`config.mk`:
```
export PLATFORM = sky130hd
export DESIGN_NAME = alu_seq_ctrl
export DESIGN_NICKNAME = d
export VERILOG_FILES = /design/src/rtl/alu_seq_ctrl.sv
export SDC_FILE = /design/constraint.sdc
export NUM_CORES = 1
export LEC_CHECK = 0
export CORE_MARGIN = 1.5
export CORE_UTILIZATION = 45
export DETAILED_ROUTE_END_ITERATION = 8
export GPL_TIMING_DRIVEN = 0
export HOLD_SLACK_MARGIN = 0.05
export PLACE_DENSITY = 0.78
export SLEW_MARGIN = 20
export SYNTH_ARGS = -nofsm -noshare
export SYNTH_HDL_FRONTEND = slang
export SYNTH_SLANG_ARGS = --single-unit
```
`constraint.sdc`:
```
create_clock -name clk -period 1.9 [get_ports clk]
set_input_delay 0.475 -clock clk [delete_from_list [all_inputs] [get_ports clk]]
set_output_delay 0.475 -clock clk [all_outputs]
set_load 0.1 [all_outputs]
```
`src/rtl/alu_seq_ctrl.sv`:
```
// Request sequencer that owns the inputs of an external Hack ALU: one raw op, or a 16x16 shift-add multiply.
// Optional overflow reporting (rsp_ovf) is compiled in when ALU_MUL_OVF_EN is defined.
module alu_seq_ctrl #(
    parameter int         DATA_W    = 16,
    parameter logic [5:0] IDLE_CTRL = 6'b101010
) (
    input  logic              clk,
    input  logic              rst_n,
    input  logic              req_valid,
    output logic              req_ready,
    input  logic              req_op,
    input  logic [5:0]        req_ctrl,
    input  logic [DATA_W-1:0] req_a,
    input  logic [DATA_W-1:0] req_b,
    output logic              rsp_valid,
    input  logic              rsp_ready,
    output logic [DATA_W-1:0] rsp_data,
    output logic              rsp_zr,
    output logic              rsp_ng,
`ifdef ALU_MUL_OVF_EN
    output logic              rsp_ovf,
`endif
    output logic [DATA_W-1:0] alu_x,
    output logic [DATA_W-1:0] alu_y,
    output logic              alu_zx,
    output logic              alu_nx,
    output logic              alu_zy,
    output logic              alu_ny,
    output logic              alu_f,
    output logic              alu_no,
    input  logic [DATA_W-1:0] alu_out,
    input  logic              alu_zr,
    input  logic              alu_ng
);

    localparam logic [5:0] ADD_CTRL = 6'b000010;

    typedef enum logic [2:0] {S_IDLE, S_EXEC, S_ADD, S_DBL, S_RESP} state_t;

    state_t            state, state_nxt;
    logic [DATA_W-1:0] acc, m, b;
    logic [5:0]        ctrl_q;
    logic [5:0]        alu_ctrl;
    logic              accept;
    logic              last_add;

    assign req_ready = (state == S_IDLE);
    assign rsp_valid = (state == S_RESP);
    assign accept    = req_valid && req_ready;
    // The final ADD is the one with no higher multiplier bits left to consume.
    assign last_add  = (b[DATA_W-1:1] == '0);

    assign {alu_zx, alu_nx, alu_zy, alu_ny, alu_f, alu_no} = alu_ctrl;

    always_ff @(posedge clk or negedge rst_n) begin
        if (!rst_n) state <= S_IDLE;
        else        state <= state_nxt;
    end

    always_comb begin
        // NOTE: every output gets a default first so no path leaves it unassigned (no latches).
        state_nxt = state;
        alu_x     = '0;
        alu_y     = '0;
        alu_ctrl  = IDLE_CTRL;
        case (state)
            S_IDLE: begin
                if (accept) begin
                    if (!req_op)           state_nxt = S_EXEC;
                    else if (req_b == '0)  state_nxt = S_RESP;
                    else if (req_b[0])     state_nxt = S_ADD;
                    else                   state_nxt = S_DBL;
                end
            end
            S_EXEC: begin
                alu_x     = m;
                alu_y     = b;
                alu_ctrl  = ctrl_q;
                state_nxt = S_RESP;
            end
            S_ADD: begin
                alu_x     = acc;
                alu_y     = m;
                alu_ctrl  = ADD_CTRL;
                state_nxt = last_add ? S_RESP : S_DBL;
            end
            S_DBL: begin
                alu_x     = m;
                alu_y     = m;
                alu_ctrl  = ADD_CTRL;
                state_nxt = b[1] ? S_ADD : S_DBL;
            end
            S_RESP: begin
                if (rsp_ready) state_nxt = S_IDLE;
            end
            default: state_nxt = S_IDLE;
        endcase
    end

    // m doubles as the raw x operand so both request kinds share one latch.
    always_ff @(posedge clk or negedge rst_n) begin
        if (!rst_n) begin
            acc      <= '0;
            m        <= '0;
            b        <= '0;
            ctrl_q   <= '0;
            rsp_data <= '0;
            rsp_zr   <= 1'b0;
            rsp_ng   <= 1'b0;
        end else begin
            // NOTE: sequential state uses non-blocking assignments so all registers update together.
            case (state)
                S_IDLE: begin
                    if (accept) begin
                        m      <= req_a;
                        b      <= req_b;
                        acc    <= '0;
                        ctrl_q <= req_ctrl;
                        if (req_op && req_b == '0) begin
                            rsp_data <= '0;
                            rsp_zr   <= 1'b1;
                            rsp_ng   <= 1'b0;
                        end
                    end
                end
                S_EXEC: begin
                    rsp_data <= alu_out;
                    rsp_zr   <= alu_zr;
                    rsp_ng   <= alu_ng;
                end
                S_ADD: begin
                    acc <= alu_out;
                    if (last_add) begin
                        rsp_data <= alu_out;
                        rsp_zr   <= alu_zr;
                        rsp_ng   <= alu_ng;
                    end
                end
                S_DBL: begin
                    m <= alu_out;
                    b <= b >> 1;
                end
                default: ;
            endcase
        end
    end

`ifdef ALU_MUL_OVF_EN
    logic ovf_q;

    always_ff @(posedge clk or negedge rst_n) begin
        if (!rst_n) begin
            ovf_q <= 1'b0;
        end else begin
            case (state)
                S_IDLE:  if (accept) ovf_q <= 1'b0;
                S_ADD:   if (alu_out < acc) ovf_q <= 1'b1;
                S_DBL:   if (m[DATA_W-1]) ovf_q <= 1'b1;
                default: ;
            endcase
        end
    end

    assign rsp_ovf = ovf_q;
`endif

endmodule
```
==> results of run 1 <==
==> sequential cells by signal, indices dropped and copies added (netlist names) <==
| name | flops |
|---|---|
| acc | 16 |
| b | 16 |
| ctrl_q | 6 |
| m | 16 |
| rsp_data | 16 |
| rsp_ng | 1 |
| rsp_zr | 1 |
| state | 3 |
==> critical path, delay by kind of cell (launching register included) <==
kind,cells,cell delay [ps]
buffers and inverters,4,610
DFF,1,450
AOI/OAI and AO/OA,1,260
and+or+nand+nor,1,220
==> how the worst min path moves through the flow <==
stage	cells after the start	from	endpoint
3_5_place_dp	1	rst_n	rsp_data[2]$_DFFE_PN0P_
4_1_cts	1	acc[10]$_DFFE_PN0P_	acc[10]$_DFFE_PN0P_
3_3_place_gp	1	acc[8]$_DFFE_PN0P_	acc[8]$_DFFE_PN0P_
2_1_floorplan	0	rst_n	acc[0]$_DFFE_PN0P_
5_1_grt	3	req_b[0]	b[0]$_DFFE_PN0P_
6_report	3	req_b[2]	b[2]$_DFFE_PN0P_
==> layer usage <==
| metal | vias up | wire, um |
|---|---|---|
| li1 | 1603 | - |
| met1 | 1998 | 6450 |
| met2 | 382 | 8460 |
| met3 | 98 | 1860 |
| met4 | 0 | 1000 |
| met5 | - | 0 |
==> repair_timing <==
item                                    4_1_cts  5_1_grt
buffers inserted                             22       18
gates cloned                                  3        8
hold buffers                                  1        0
pin swaps                                    26       23
gates resized for setup                     495       70
endpoints found under the setup margin       73      105
hold endpoints to repair                     22        0
==> final cells by class <==
| class | count | area [um2] | share of cell area (%) |
|---|---|---|---|
| Timing Repair Buffer | 169 | 2220 | 31.7 |
| Multi-Input combinational cell | 227 | 2120 | 30.3 |
| Sequential cell | 75 | 1880 | 26.9 |
| Buffer | 26 | 352 | 5.03 |
| Clock buffer | 10 | 138 | 1.97 |
| Tap cell | 102 | 128 | 1.83 |
| Clock inverter | 6 | 88.8 | 1.27 |
| Inverter | 19 | 71.3 | 1.02 |
==> logic make-up (layout without fill, tap and decap cells) <==
family          after synthesis  count (layout)  share of synthesized area, %
compound gates               90              90                          17.4
flops                        75              75                          50.8
buf+inv                      46             230                          6.06
simple gates                 81              81                          10.3
mux                          56              56                          15.4
==> cells in the final DEF (no fill, tap or decap), types with 5 or more instances in the layout <==
master and n:
buf_4 25, mux2_4 5, mux2i_1 43, dlymetal6s2s_1 5, nand2_1 18, a22o_1 16
inv_1 18, dlygate4sd2_1 8, a21oi_1 29, clkbuf_1 5, and2_4 5, buf_8 5
nor2_1 32, buf_12 49, clkdlybuf4s50_1 45, clkbuf_16 10, clkbuf_8 10, a22o_4 32
buf_6 19, dfrtp_1 74, clkdlybuf4s15_2 18
==> through the flow <==
| step | setup TNS, ps | instance area, um2 |
|---|---|---|
| after floorplan | -22790 | 3860 |
| after global placement | -226630 | 5170 |
| after detailed placement | -56820 | 5190 |
| after CTS | -13560 | 6460 |
| after global routing | -28640 | 6990 |
| final | -25900 | 6990 |
==> results.py, run 1 <==
metrics = {
    "yosys": {
        "synth-seq-cells": 75,
        "async_flop_share_pct": 100,
        "synth_edf_count": 0,
        "synth_area_leaders": "dfrtp_1 (51%), mux2i_1 (13%), a22o_1 (11%)",
        "synth_area_per_cell_um2": 10.6,
        "synth_ff_type": "dfrtp_1",
        "yosys.area.top_type_share_pct": 50.8,
        "yosysMostFrequentCell": "dfrtp_1",
        "synth_fp_nets": 409,
        "yosys_warnings": 0,
        "synth.largest_area_cell": "dfrtp_1",
        "seq_area_frac_synth_pct": 50.8,
        "syn-cell-area_um2": 3690,
        "synthTopCellsByCount": "dfrtp_1 (75), mux2i_1 (49), a22o_1 (48)",
        "synth_cell_types": 31,
        "netlist_instances": 348,
    },
    "place": {
        "place_inst": 569,
        "dp_slack_ps": -1370,
        "place_congestion": 0.845,
        "io_buffers": 118,
        "hpwl_um": 7790,
    },
    "timing": {
        "fmax_mhz": 418,
        "period_minus_slack_ps": 2390,
        "fin_crit_sh_pct": 126,
        "finalSetupViolCount": 97,
        "slew_headroom_pct": 57.0,
        "rsz0062_at_grt": "true",
        "final_max_slew_viol_count": 0,
        "fin_ws_ps": -490,
        "clock_skew_ps": 14.0,
        "hold_viol": 0,
        "whs_ps": 520,
        "worstMarginPinSlew_ps": 646,
    },
    "setup_path": {
        "crit_arrival_ps": 1910,
        "cp_cell_sequence": "buf_6 -> and2b_4 -> buf_12 -> clkbuf_16 -> a22o_4 -> buf_12",
        "crit_path_max_incr_delay_ps": 450,
        "r2r_setup_slack_ps": -410,
        "r2r_cells": 9,
        "cp_common_cell": "buf_12",
        "r2r_start": "state[2]$_DFFE_PN0P_",
        "cp_slowest_cell": "dfrtp_1",
        "crit_end": "alu_y[13]",
        "worstPathRequired_ps": 1420,
        "crit_type": "register to output port",
        "crit_path_end_kind": "output port",
        "cp-startpoint": "state[1]$_DFFE_PN0P_",
        "worstReg2RegEnd": "m[15]$_DFFE_PN0P_",
        "crit_path_start_kind": "register",
        "crit_fanout": 5,
    },
    "cells_and_area": {
        "syn_to_final_growth_pct": 89.3,
        "diodes": 0,
        "fill_cells": 298,
        "drive_above_1_share_pct": 42.1,
        "final_cells": 634,
        "fin_util_pct": 89.1,
        "nets": 588,
    },
    "route": {
        "first_iter_violations": 499,
        "first_pass_iters": 5,
        "drt-total-wl_um": 17800,
        "drc": 0,
        "vias": 4081,
        "wl_per_cell_um": 28.0,
        "antenna_left": 0,
        "via_per_inst": 6.44,
    },
    "global_route": {
        "grt_pass1_wl_um": 21600,
        "grtUsageMet1_pct": 42.1,
        "grt_pass1_vias": 3863,
        "busiest_layer": "met2",
        "track_usage_pct": 33.1,
        "antenna_found_initial": 0,
        "grtUsageMet3_pct": 6.18,
        "grt-ovfl-total": 0,
        "gr-usage-met2_pct": 55.0,
        "grt_max_degree": 54,
    },
    "floorplan": {
        "core_um2": 7850,
        "fp-row-count": 32,
        "die_h_um": 93.6,
        "die_w_um": 93.6,
        "dieArea_um2": 8760,
        "io_pins": 119,
        "start_util_pct": 47.1,
    },
    "run": {
        "maxCapViolations": 0,
    },
    "min_path": {
        "hold_path.class": "primary input to register",
    },
    "cts": {
        "cts_root_buf": "clkbuf_8",
        "cts_tree": "built",
        "cts_sinks": 75,
        "clkSlewWorstSetupHoldPaths_ps": 90,
        "clkLatencyLatePin_ps": 370,
        "cts_buffer_depth": 2,
        "cts_buffers": 9,
        "cts-htree-levels": 3,
    },
    "run_status": {
        "outcome": "finished with violations",
        "violations": "negative setup slack",
    },
}
Power of run 1 is left out: the tool's default activity adds up to more than one toggle a clock period on the data nets, which glitch-free logic cannot reach.
==> run 2, diff against run 1 <==
- CORE_MARGIN: 1.5 -> unset
==> run 2 against run 1 <==
The run still ends with negative setup slack left. First-iteration DRC count down 40%. Hold slack worse by 430 ps. Worst setup slack better by 100 ps. Flip-flop and latch count is the same. Final cell count is 2.7% lower. Highest routed layer unchanged. Critical path depth shrank 1. Non-clock buffer count fell by 15. Clock skew fell by 4.6 ps. Fmax rose by 4.4%. Core utilization fell by 4.0 points. Die area down 2.1%. Final area decreased by 4.4%.
==> results.py, run 2 (synthesis results as in run 1) <==
metrics = {
    "run_status": {
        "outcome": "finished with violations",
        "violations": "negative setup slack",
    },
    "cells_and_area": {
        "syn_to_final_growth_pct": 80.9,
        "nets": 573,
        "drive_above_1_share_pct": 40.6,
        "multiInputGateArea_um2": 2080,
        "mostFrequentLayoutCell": "dfrtp_1",
        "finalInstanceArea_um2": 6680,
        "diodes": 0,
        "fill_cells": 342,
        "final_cell_mix": "dfrtp_1 (74), buf_12 (47), clkdlybuf4s50_1 (44)",
        "ff_latch_area_um2": 1880,
    },
    "timing": {
        "fin_ws_ps": -389,
        "hold_viol": 0,
        "slew_headroom_pct": 59.3,
        "final_max_slew_viol_count": 0,
        "worstMarginPinSlew_ps": 606,
        "whs_ps": 89.9,
        "finalSetupViolCount": 70,
        "period_minus_slack_ps": 2290,
        "fin_crit_sh_pct": 120,
        "fmax_mhz": 437,
        "clock_skew_ps": 9.42,
        "rsz0062_at_grt": "true",
    },
    "run": {
        "maxCapViolations": 0,
    },
    "cts": {
        "cts-htree-levels": 3,
        "cts_buffer_depth": 2,
        "clkSlewWorstSetupHoldPaths_ps": 90,
        "postCtsHoldBufs": 0,
        "cts_sinks": 75,
        "cts_root_buf": "clkbuf_8",
        "cts_buffers": 9,
        "cts_tree": "built",
        "clkLatencyLatePin_ps": 350,
    },
    "route": {
        "vias": 3828,
        "first_pass_iters": 6,
        "antenna_left": 0,
        "first_iter_violations": 299,
        "drc": 0,
        "wl_per_cell_um": 25.2,
        "drt-total-wl_um": 15500,
        "via_per_inst": 6.20,
    },
    "setup_path": {
        "worstPathRequired_ps": 1420,
        "crit_path_end_kind": "output port",
        "path_delay_family": "buffers and inverters",
        "crit_path_start_kind": "register",
        "crit_fanout": 9,
        "crit_path_max_incr_delay_ps": 410,
        "cp_slowest_cell": "dfrtp_1",
        "cp_cell_sequence": "buf_6 -> and2b_4 -> buf_8 -> a22o_4 -> buf_12",
        "critical_path_buf_inv_count": 3,
        "crit_arrival_ps": 1810,
        "crit_type": "register to output port",
    },
    "global_route": {
        "grtUsageMet1_pct": 43.5,
        "grtUsageMet3_pct": 6.24,
        "track_usage_pct": 33.6,
        "busiest_layer": "met2",
        "grt-ovfl-total": 0,
        "grt_pass1_wl_um": 21500,
        "antenna_found_initial": 0,
        "grt_max_degree": 41,
        "grt_pass1_vias": 3780,
        "gr-usage-met2_pct": 55.1,
    },
    "floorplan": {
        "die_w_um": 92.6,
        "start_util_pct": 47.1,
        "die_h_um": 92.6,
        "dieArea_um2": 8580,
        "io_pins": 119,
        "core_um2": 7850,
        "fp-row-count": 32,
    },
    "min_path": {
        "hold_path.class": "primary input to async pin",
    },
    "place": {
        "place_congestion": 0.836,
        "io_buffers": 118,
        "dp_slack_ps": -1360,
        "hpwl_um": 8050,
        "placed_cell_area_um2": 5190,
    },
}
## run 2: per-stage QoR
step,TNS (ps),utilization [%],instances
3_3_place_gp,-229610,65.9,568
2_1_floorplan,-22790,-,348
6_report,-13800,85.2,617
3_5_place_dp,-56020,66.1,569
4_1_cts,-10510,81.0,603
5_1_grt,-17370,85.2,617
## run 2: repair_timing
action	CTS	global route
pin swaps	29	16
setup buffers	18	13
resized for setup	490	53
cloned	3	2
setup endpoints to repair	72	93
## run 2: worst paths after layout
path	from	end	slack [ps]	cells after the start
min	rst_n	rsp_data[11]$_DFFE_PN0P_	90	1
max reg2reg	state[1]$_DFFE_PN0P_	b[13]$_DFFE_PN0P_	-120	8
min reg2reg	ctrl_q[0]$_DFFE_PN0P_	ctrl_q[0]$_DFFE_PN0P_	520	1
max	state[1]$_DFFE_PN0P_	alu_y[8]	-390	5
min in group clk	ctrl_q[0]$_DFFE_PN0P_	ctrl_q[0]$_DFFE_PN0P_	520	1
max in group asynchronous	rst_n	rsp_data[6]$_DFFE_PN0P_	1210	2
## run 2: cell type report
cell class / count / share of cell area, %
Tap cell: 102 / 1.91
Clock inverter: 5 / 1.55
Buffer: 25 / 4.53
Clock buffer: 9 / 1.85
Sequential cell: 75 / 28.1
Inverter: 19 / 1.07
Timing Repair Buffer: 155 / 29.9
Multi-Input combinational cell: 227 / 31.1
## run 2: layer usage
| metal | routed length (um) | up-vias |
|---|---|---|
| li1 | - | 1578 |
| met1 | 5960 | 1902 |
| met2 | 7610 | 290 |
| met3 | 1240 | 58 |
| met4 | 708 | 0 |
| met5 | 0 | - |
Power of run 2 is left out for the same reason.
==> run 3, diff against run 2 <==
- ABC_CLOCK_PERIOD_IN_PS: unset -> 1900
- DONT_BUFFER_PORTS: unset -> 1
- PLACE_DENSITY: 0.78 -> unset
- SKIP_CTS_REPAIR_TIMING: unset -> 1
==> run 3 against run 2 <==
The flow finishes with violations (negative hold slack, negative setup slack). First-iteration DRC count decreased by 40%. Die area unchanged. Routed wire length decreased by 26%. Final area decreased by 25%. Clock skew increased by 0.57 ps. Register-to-register slack got worse by 460 ps. Largest cell class is now multi-input combinational cells.
==> results.py, run 3 (synthesis results as in run 1) <==
metrics = {
    "run_status": {
        "outcome": "finished with violations",
        "violations": "negative hold slack, negative setup slack",
    },
    "global_route": {
        "track_usage_pct": 25.1,
        "grt_pass1_vias": 2787,
        "grtUsageMet3_pct": 9.03,
        "busiest_layer": "met2",
        "grtUsageMet1_pct": 33.4,
        "grt-ovfl-total": 0,
        "antenna_found_initial": 0,
        "grt_max_degree": 76,
        "grt_pass1_wl_um": 15900,
        "gr-usage-met2_pct": 38.5,
    },
    "route": {
        "wl_per_cell_um": 23.2,
        "vias": 2928,
        "drt-total-wl_um": 11400,
        "antenna_left": 0,
        "first_pass_iters": 4,
        "drc": 0,
        "via_per_inst": 5.93,
        "first_iter_violations": 178,
    },
    "run": {
        "maxCapViolations": 0,
    },
    "floorplan": {
        "dieArea_um2": 8580,
        "fp-row-count": 32,
        "die_w_um": 92.6,
        "core_um2": 7850,
        "die_h_um": 92.6,
        "start_util_pct": 47.1,
        "io_pins": 119,
    },
    "cts": {
        "cts_root_buf": "clkbuf_8",
        "cts-htree-levels": 3,
        "cts_buffer_depth": 2,
        "clkSlewWorstSetupHoldPaths_ps": 80,
        "cts_tree": "built",
        "cts_buffers": 9,
        "cts_sinks": 75,
        "clkLatencyLatePin_ps": 360,
    },
    "place": {
        "io_buffers": 0,
        "hpwl_um": 7380,
        "placed_cell_area_um2": 3990,
        "place_congestion": 0.784,
    },
    "timing": {
        "clock_skew_ps": 9.99,
        "fin_ws_ps": -579,
        "fmax_mhz": 403,
        "setup-tns-final_ps": -42790,
        "hold_viol": 75,
        "period_minus_slack_ps": 2480,
        "finalSetupViolCount": 99,
        "final_max_slew_viol_count": 0,
        "rsz0062_at_grt": "true",
        "whs_ps": -197,
        "worstMarginPinSlew_ps": 1130,
        "slew_headroom_pct": 24.7,
        "fin_crit_sh_pct": 130,
    },
    "setup_path": {
        "crit_path_start_kind": "register",
        "crit_fanout": 5,
        "crit_path_end_kind": "register",
        "crit_arrival_ps": 2710,
        "worstPathRequired_ps": 2130,
        "crit_type": "register to register",
    },
    "cells_and_area": {
        "syn_to_final_growth_pct": 34.9,
        "mostFrequentLayoutCell": "dfrtp_1",
        "finalInstanceArea_um2": 4980,
        "fill_cells": 627,
        "fin_util_pct": 63.5,
        "final_cell_mix": "dfrtp_1 (74), mux2i_1 (49), a21oi_1 (33)",
        "drive_above_1_share_pct": 31.4,
        "nets": 448,
        "diodes": 0,
        "multiInputGateArea_um2": 2000,
        "ff_latch_area_um2": 1880,
    },
    "min_path": {
        "hold_path.class": "primary input to async pin",
    },
}
[run 3: changes by cell type in the layout (fill, tap and decap cells not counted), moves of 9 or more]
cell	change
buf_12	-35
buf_4	-19
buf_6	+9
clkdlybuf4s15_2	-18
clkdlybuf4s50_1	-44
dlygate4sd2_1	-10
[run 3: area by class of cell]
cell class | count | area share (%)
sequential | 75 | 37.7
clock buffer | 12 | 2.71
clock inverter | 4 | 1.03
multi-input combinational | 227 | 40.1
tap | 102 | 2.56
inverter | 19 | 1.51
buffer | 27 | 6.38
timing repair buffer | 28 | 8.03
[run 3: routing by layer]
| layer | wire length, um | share of wire [%] | up-vias |
|---|---|---|---|
| met3 | 1050 | 9.2 | 10 |
| li1 | - | - | 1319 |
| met1 | 4800 | 42 | 1476 |
| met2 | 5460 | 48 | 123 |
| met4 | 132 | 1.2 | 0 |
| met5 | 0 | 0 | - |
[run 3: path summary, 6_finish.rpt]
path / startpoint / to / slack (ps) / depth (start not counted)
max: state[1]$_DFFE_PN0P_ / b[7]$_DFFE_PN0P_ / -580 / 7
min: rst_n / acc[1]$_DFFE_PN0P_ / -200 / 0
max reg2reg: state[1]$_DFFE_PN0P_ / b[7]$_DFFE_PN0P_ / -580 / 7
min reg2reg: ctrl_q[1]$_DFFE_PN0P_ / ctrl_q[1]$_DFFE_PN0P_ / 520 / 1
max in group asynchronous: rst_n / acc[8]$_DFFE_PN0P_ / 1970 / 0
min in group clk: rsp_ready / state[2]$_DFFE_PN0P_ / 180 / 1
[run 3: worst max-delay path, stage by stage (launching register included)]
cell and delay (ps):
dfrtp_1 410, buf_6 140, nor3_4 900, and2_4 340
buf_12 140, clkbuf_16 150, mux2i_1 200, a21oi_1 80
[run 3: per-stage QoR]
| stage | setup slack [ps] | cells |
|---|---|---|
| global route | -638 | 494 |
| CTS | -1000 | 466 |
| detailed placement | -603 | 450 |
| finish | -579 | 494 |
| floorplan | -382 | 348 |
| global placement | -608 | 450 |
Power of run 3 is left out for the same reason.
